[src/rtl/stopwatch_core.sv]
// Start/stop/lap/clear stopwatch with a 4-digit BCD MM:SS counter.
// Define STOPWATCH_SATURATE_EN to stop at 59:59 instead of rolling over to 00:00.
module stopwatch_core #(
    parameter int unsigned TICK_DIV = 100
) (
    input  logic       clk,
    input  logic       reset,
    input  logic       tick,
    input  logic       ss_in,
    input  logic       lap_in,
    output logic [3:0] digit3,
    output logic [3:0] digit2,
    output logic [3:0] digit1,
    output logic [3:0] digit0,
    output logic       running,
    output logic       lap_active,
    output logic       wrap
);

    typedef enum logic [1:0] {
        IDLE    = 2'd0,
        RUN     = 2'd1,
        LAP_RUN = 2'd2,
        PAUSE   = 2'd3
    } state_t;

    localparam logic [9:0]  PRESC_MAX = 10'(TICK_DIV - 1);
    localparam logic [15:0] COUNT_MAX = 16'h5959;

    state_t      state, state_nx;
    logic [15:0] count, count_nx;
    logic [15:0] lap_reg, lap_nx;
    logic [9:0]  presc, presc_nx;
    logic        wrap_nx;
    logic        ss_d, lap_d;
    logic        ss_ev, lap_ev, lap_take;
    logic        tick_en, sec_inc, at_max;
    logic        resume_ok;
    logic [15:0] count_inc;
    logic [15:0] disp_nx;

`ifdef STOPWATCH_SATURATE_EN
    logic saturated, sat_nx;
    assign resume_ok = ~saturated;
`else
    assign resume_ok = 1'b1;
`endif

    // Digits are {m1, m0, s1, s0}; each carries only when it reaches its top value.
    function automatic logic [15:0] bcd_inc(input logic [15:0] c);
        logic [3:0] d3, d2, d1, d0;
        {d3, d2, d1, d0} = c;
        if (d0 != 4'd9) begin
            d0 = d0 + 4'd1;
        end else begin
            d0 = 4'd0;
            if (d1 != 4'd5) begin
                d1 = d1 + 4'd1;
            end else begin
                d1 = 4'd0;
                if (d2 != 4'd9) begin
                    d2 = d2 + 4'd1;
                end else begin
                    d2 = 4'd0;
                    d3 = (d3 == 4'd5) ? 4'd0 : d3 + 4'd1;
                end
            end
        end
        return {d3, d2, d1, d0};
    endfunction

    assign ss_ev     = ss_in & ~ss_d;
    assign lap_ev    = lap_in & ~lap_d;
    assign lap_take  = lap_ev & ~ss_ev;
    assign tick_en   = tick & ((state == RUN) || (state == LAP_RUN));
    assign sec_inc   = tick_en && (presc == PRESC_MAX);
    assign at_max    = (count == COUNT_MAX);
    assign count_inc = bcd_inc(count);

    // Counting uses the pre-edge state; events then pick the next state, and a clear overrides the count.
    always_comb begin
        state_nx = state;
        count_nx = count;
        lap_nx   = lap_reg;
        presc_nx = presc;
        wrap_nx  = 1'b0;
`ifdef STOPWATCH_SATURATE_EN
        sat_nx   = saturated;
`endif

        if (tick_en) begin
            presc_nx = sec_inc ? 10'd0 : presc + 10'd1;
        end

        if (sec_inc) begin
            wrap_nx = at_max;
`ifdef STOPWATCH_SATURATE_EN
            if (at_max) begin
                sat_nx = 1'b1;
            end else begin
                count_nx = count_inc;
            end
`else
            count_nx = count_inc;
`endif
        end

        case (state)
            IDLE: begin
                if (ss_ev) state_nx = RUN;
            end
            RUN: begin
                if (ss_ev) begin
                    state_nx = PAUSE;
                end else if (lap_take) begin
                    state_nx = LAP_RUN;
                    lap_nx   = count;
                end
            end
            LAP_RUN: begin
                if (ss_ev) begin
                    state_nx = PAUSE;
                end else if (lap_take) begin
                    state_nx = RUN;
                end
            end
            PAUSE: begin
                if (ss_ev) begin
                    if (resume_ok) state_nx = RUN;
                end else if (lap_take) begin
                    state_nx = IDLE;
                    count_nx = 16'h0000;
                    lap_nx   = 16'h0000;
                    presc_nx = 10'd0;
`ifdef STOPWATCH_SATURATE_EN
                    sat_nx   = 1'b0;
`endif
                end
            end
            default: state_nx = IDLE;
        endcase

`ifdef STOPWATCH_SATURATE_EN
        if (sec_inc && at_max) state_nx = PAUSE;
`endif

        disp_nx = (state_nx == LAP_RUN) ? lap_nx : count_nx;
    end

    // All outputs are registered from the next-state values so they change with the state.
    always_ff @(posedge clk or negedge reset) begin
        if (!reset) begin
            state      <= IDLE;
            count      <= 16'h0000;
            lap_reg    <= 16'h0000;
            presc      <= 10'd0;
            ss_d       <= 1'b0;
            lap_d      <= 1'b0;
            wrap       <= 1'b0;
            running    <= 1'b0;
            lap_active <= 1'b0;
            {digit3, digit2, digit1, digit0} <= 16'h0000;
`ifdef STOPWATCH_SATURATE_EN
            saturated  <= 1'b0;
`endif
        end else begin
            state      <= state_nx;
            count      <= count_nx;
            lap_reg    <= lap_nx;
            presc      <= presc_nx;
            ss_d       <= ss_in;
            lap_d      <= lap_in;
            wrap       <= wrap_nx;
            running    <= (state_nx == RUN) || (state_nx == LAP_RUN);
            lap_active <= (state_nx == LAP_RUN);
            {digit3, digit2, digit1, digit0} <= disp_nx;
`ifdef STOPWATCH_SATURATE_EN
            saturated  <= sat_nx;
`endif
        end
    end

endmodule

[config.mk]
export PLATFORM = sky130hd
export DESIGN_NAME = stopwatch_core
export DESIGN_NICKNAME = d
export VERILOG_FILES = /design/src/rtl/stopwatch_core.sv
export SDC_FILE = /design/constraint.sdc
export NUM_CORES = 1
export LEC_CHECK = 0
export BUFFER_PORTS_ARGS = -buffer_cell sky130_fd_sc_hd__buf_2
export CAP_MARGIN = 25
export CORE_MARGIN = 2
export CORE_UTILIZATION = 62
export CTS_CLUSTER_SIZE = 40
export DETAILED_ROUTE_END_ITERATION = 10
export PLACE_DENSITY_LB_ADDON = 0.12
export SLEW_MARGIN = 20
export SYNTH_ARGS = -nofsm -noshare
export SYNTH_HDL_FRONTEND = slang
export SYNTH_SLANG_ARGS = --single-unit
[constraint.sdc]
create_clock -name clk -period 6.7 [get_ports clk]
set_input_delay 1.005 -clock clk [delete_from_list [all_inputs] [get_ports clk]]
set_output_delay 1.005 -clock clk [all_outputs]
set_load 0.005 [all_outputs]
==> results of run 1 <==
synth_stat cells (all sizes together), types with 5 or more instances:
library cell	n	area share, %
ha	6	2.1
nor3	8	1.4
a21oi	15	2.1
clkbuf	17	1.8
nand4	15	2.6
nand2	14	1.5
a31oi	13	2.3
mux2	5	1.6
nor2b	7	1.2
inv	18	1.9
buf	14	2.3
and4	11	2.7
or3	6	1.1
or2	7	1.2
nand3	21	3.2
o211ai	5	1.2
dfrtp	65	46
nor4	7	2.2
o21ai	18	2.5
nor2	17	1.8
a22o	8	2.0
final timing paths:
| path | start | slack (ps) | endpoint |
|---|---|---|---|
| min | count[15] | 470 | wrap |
| min reg2reg | count[15] | 470 | wrap |
| max | ss_in | 2910 | digit2[1] |
| min in group asynchronous | reset | 830 | lap_reg[14] |
| max in group asynchronous | reset | 5360 | digit1[0] |
| max reg2reg | ss_d | 3310 | digit2[1] |
layer usage:
| metal | vias up | part of all wire (%) | GRT usage, % |
|---|---|---|---|
| met4 | 0 | 1.8 | 10.7 |
| met5 | - | 0 | 0 |
| met1 | 1379 | 46 | 41.8 |
| met2 | 123 | 46 | 41.1 |
| li1 | 1367 | - | - |
| met3 | 13 | 6.3 | 4.19 |
placed cells by master, fill, tap and decap left out, drive strengths merged, types with 2 or more instances in the layout:
master,n
a21o,2
nand4,15
clkbuf,13
a22o,8
and3b,2
or4,3
nand3,21
nor3b,3
a31oi,13
and2,2
dfrtp,65
ha,6
nand2,14
xor2,4
o311ai,3
nor3,8
or2,7
o2111ai,4
o21ai,18
and4bb,2
buf,26
nand4b,3
a21oi,15
nor4b,2
nor2b,7
or3,6
and3,3
inv,18
o211ai,5
xnor2,4
and4,11
nor4,7
a211o,4
clkinv,4
o31a,2
nor2,17
mux2,5
worst max-delay path: stages:
cell	delay, ps
buf_2	110
nand2b_1	640
a211oi_1	230
o31a_1	280
o21ai_0	230
ha_1	490
buf_6	250
clkinv_1	280
o2111a_1	230
a211o_1	260
cell type report:
cell class	count	area, um2
fill	429	1720
inverter	19	71.3
clock inverter	3	15.0
clock buffer	13	159
multi-input combinational	246	1720
tap	72	90.1
timing repair buffer	26	141
sequential	65	1630
where the power goes:
part           internal [W]  switching [W]  total (W)
combinational      0.000116       0.000168   0.000284
sequential         0.000455      0.0000462   0.000501
clock              0.000153       0.000145   0.000298
per-stage QoR:
| stage | instances | hold WS, ps | area (um2) | utilization, % | setup slack [ps] |
|---|---|---|---|---|---|
| detailed placement | 427 | 457 | 3630 | 65.6 | 2140 |
| floorplan | 361 | 432 | 3560 | - | 3130 |
| finish | 444 | 466 | 3820 | 68.9 | 2910 |
| global route | 444 | 510 | 3820 | 68.9 | 2600 |
| CTS | 443 | 466 | 3810 | 68.7 | 2520 |
| global placement | 427 | 458 | 3630 | 65.6 | 2290 |
cells by family after synthesis:
kind of cell,after synthesis,share of synthesized area (%)
AO/OA/AOI/OAI,88,17.2
flip-flops,65,45.7
AND/OR/NAND/NOR,138,25.1
XOR/XNOR,8,1.97
buffers and inverters,50,6.11
adder cells (fa/ha/maj),6,2.11
multiplexers,6,1.86
==> reports/results.txt, run 1 <==
Status - complete, no violations
Core ar. - 5540 um2
Worst EP required - 6920 ps
Die Footprint - 6370 um2
Setup violations, final - 0
Htree depth - 3
GPL Wtd Cong - 0.837
# nets final - 378
#FFs+latches synth - 65
Hpwl dp - 5.18 mm
Worst-margin pin slew - 916 ps
Min-Delay Path Depth - 1
Worst Skew - 9.62 ps
Post_cts resized - 0
CP Class - primary input to flip-flop
Sequential area share after synthesis - 45.7%
CTS tree - built
Vias in the first global route - 2,634
Antenna cells - 0
# hold bufs at CTS - 0
Port buffer count - 23
Final hold vios - 0
Setup bufs post-CTS - 0
Row count - 27
Post-DR vias/cell - 6.49
CTS Buffer Depth - 2
Hold WC Path Type - flip-flop to flip-flop
Fin crit share - 56.6%
Final worst path period need - 3790 ps
Total track usage - 27.9%
Layout cells sized above 1 - 16.9%
Total gr overflow - 0
Slew margin rel. - 38.9%
Max-Cap Viols - 0
Synth cell types - 69
Clk sinks - 65
Starting density of the core - 64.3%
EDFF count, synth - 0
DRT Pass-1 Iters - 5
Startpoint Class - primary input
Yosys warnings - 0
Cell area power density - 284 nW/um2
Post-synth ARST share - 100%
Synth Flop Type - dfrtp_1
Crit path max fanout - 29
Syn avg cell area - 9.86 um2
WL per Instance - 18.0 um
Initial DRC count - 267
Syn Nets - 372
Final WL - 7.99 mm
Clk Latency, worst-skew pair - 340 ps
Syn-to-layout area delta - 7.27%
CTS Buf Count - 9
Slew Viols, Final - 0
Crit path DAT - 4010 ps
Clock Tree Root - clkbuf_8
First-pass GRT wire length - 13.5 mm
Final Power - 0.00108 W
LEAKAGE - 1.71 nW
Initial antenna violation count - 0
Worst-path clk slew - 70 ps
Mapped cell area - 3560 um2
Fmax - 0.264 GHz
DRC - 0
Die H - 79.8 um
Worst IR Drop VDD - 0.000205 V
Instance count of the mapped netlist - 361
Sum of negative setup slack - 0 ps
RSZ-0062 raised after global routing - false
Crit end category - flip-flop
I/O pin count - 24
Pin count of the biggest net entering global routing - 66
Antenna-violating nets left - 0
R2R depth - 9
Via count - 2,882
Die width - 79.8 um
Power figures use the tool's default switching activity.
==> inputs of run 2 (changes only) <==
Settings changed: CORE_UTILIZATION 62 to 55.
Clock period 6.7 ns to 3.2 ns, I/O delays scaled along.
==> reports/results.txt, run 2 (synthesis gave the netlist of run 1 again) <==
Hpwl dp - 5.51 mm (+6.5%)
Worst IR Drop VDD - 0.000373 V (+82%)
First-pass GRT wire length - 14.0 mm (+3.9%)
Worst Setup EP - digit2[1]
DRC - 0 (unchanged)
# hold bufs at CTS - 0 (unchanged)
Worst-path clk slew - 70 ps (about the same)
Die Footprint - 7130 um2 (+12%)
Max-Cap Viols - 0 (unchanged)
Via count - 2,966 (+2.9%)
Final hold vios - 0 (unchanged)
Worst-margin pin slew - 645 ps (-271 ps)
R2r setup slk - 490 ps (-2820 ps)
Clk sinks - 65 (unchanged)
CP Class - flip-flop to flip-flop
FF-to-FF End - digit2[1]
Fin cells - 455 (+2.5%)
Die width - 84.5 um (+5.9%)
CTS Buf Count - 9 (unchanged)
Post_cts resized - 0 (unchanged)
Total track usage - 24.7% (-3.2 points)
Worst Skew - 10.6 ps (+1.02 ps)
Port buffer count - 23 (unchanged)
Crit path max fanout - 11 (-62%)
Startpoint Class - flip-flop
Setup crit start - state[1]
Met3 Use GR - 5.21% (+1.0 points)
Slew margin rel. - 56.8% (+18 points)
GPL Wtd Cong - 0.853 (+1.8%)
GR Util met2 - 36.8% (-4.3 points)
Initial antenna violation count - 0 (unchanged)
Sum of negative setup slack - 0 ps (unchanged)
Core ar. - 6310 um2 (+14%)
Total gr overflow - 0 (unchanged)
Crit path DAT - 2950 ps (-1060 ps)
Syn-to-layout area delta - 9.56%
RSZ-0062 raised after global routing - false
Layout cells sized above 1 - 18.3% (+1.3 points)
LEAKAGE - 1.76 nW (+2.5%)
Slew Viols, Final - 0 (unchanged)
Placed Cells - 439 (+2.8%)
R2R depth - 9 (unchanged)
CTS tree - built
Setup bufs post-CTS - 0 (unchanged)
Status - complete, no violations
Most frequent cells in the layout - 65 x dfrtp_1, 23 x buf_2, 19 x nand3_1, 18 x inv_1, 18 x o21ai_0
Final WL - 8.36 mm (+4.6%)
Busiest grt layer - met2
Worst path cell trace - inv_1 -> ha_1 -> a211oi_1 -> o31a_1 -> o21ai_0 -> ha_1 -> clkinv_1 -> o2111a_1 -> a211o_1
Row count - 29 (+7.4%)
Worst EP required - 3440 ps (-3480 ps)
CP max-delay cell - dfrtp_1
I/O pin count - 24 (unchanged)
DRT Pass-1 Iters - 5 (unchanged)
WL per Instance - 18.4 um (+2.1%)
Clk Latency, worst-skew pair - 350 ps (about the same)
Commonest non-fill, non-tap cell in the layout - dfrtp_1
Initial DRC count - 338 (+27%)
CTS Buffer Depth - 2 (unchanged)
Clock Tree Root - clkbuf_8
Post-DR vias/cell - 6.52 (+0.43%)
Setup violations, final - 0 (unchanged)
Vias in the first global route - 2,806 (+6.5%)
Htree depth - 3 (unchanged)
Pin count of the biggest net entering global routing - 46 (-30%)
R2R Path Start - state[1]
Crit end category - flip-flop
Final worst path period need - 2710 ps
CP max stage delay - 400 ps (-240 ps)
# nets final - 384 (+1.6%)
M1 GR Usage - 36.1% (-5.8 points)
Hold WC Path Type - primary input to async pin
Fillers - 550 (+28%)
Antenna-violating nets left - 0 (unchanged)
Most common cell on crit path - ha_1
Starting density of the core - 56.4% (-7.9 points)
Die H - 84.5 um (+5.9%)
Fmax - 0.369 GHz
Fin crit share - 84.8%
Cell area power density - 615 nW/um2 (+120%)
Antenna cells - 0 (unchanged)
[run 2: cell types whose count changed in the layout (fill, tap and decap cells not counted)]
cell | previous run | this run
buf_4 | 2 | 9
buf_6 | 1 | 0
bufinv_16 | 0 | 1
clkbuf_8 | 11 | 12
clkinv_2 | 3 | 1
[run 2: worst max-delay path, delay by kind of cell (launching register included)]
kind                       cells  cell delay, ps
buffers and inverters          2             390
adders and majority gates      2             640
AOI/OAI and AO/OA              5            1160
DFF                            1             400
[run 2: routing by layer]
layer / vias to the layer above / wire length [um]
met1: 1435 / 3920
met3: 16 / 486
met4: 0 / 150
met5: - / 0
li1: 1392 / -
met2: 123 / 3810
[run 2: stage by stage]
step                setup slack (ps)  hold slack [ps]  instance area [um2]  utilization (%)  power, W
floorplan                        154              184                 3560                -   0.00149
global placement                 630              457                 3690             58.5   0.00164
detailed placement               552              458                 3690             58.5   0.00166
CTS                              548             87.8                 3900             61.8   0.00240
global route                     342              124                 3900             61.8   0.00252
finish                           487             69.3                 3900             61.8   0.00240
[run 2: power by group]
| part | internal (W) | total, W | switching (W) |
|---|---|---|---|
| Sequential | 0.000952 | 0.00105 | 0.0000951 |
| Combinational | 0.000249 | 0.000612 | 0.000363 |
| Clock | 0.000423 | 0.000741 | 0.000318 |
[run 2: layout make-up]
| class | count | area (um2) | area share [%] |
|---|---|---|---|
| clock buffers | 14 | 173 | 4.43 |
| clock inverters | 2 | 35.0 | 0.898 |
| inverters | 19 | 71.3 | 1.83 |
| multi-input cells | 246 | 1720 | 44.0 |
| flip-flops and latches | 65 | 1630 | 41.7 |
| well taps | 77 | 96.3 | 2.47 |
| repair buffers | 32 | 183 | 4.68 |
[run 2: worst min-delay path by stage]
stage,startpoint,end,slack (ps),cells past startpoint
after floorplan,reset,count[0],180,0
after global placement,reset,lap_reg[15],460,1
after detailed placement,reset,lap_reg[15],460,1
after CTS,reset,digit0[2],90,1
after global routing,reset,wrap,120,1
final,reset,wrap,70,1
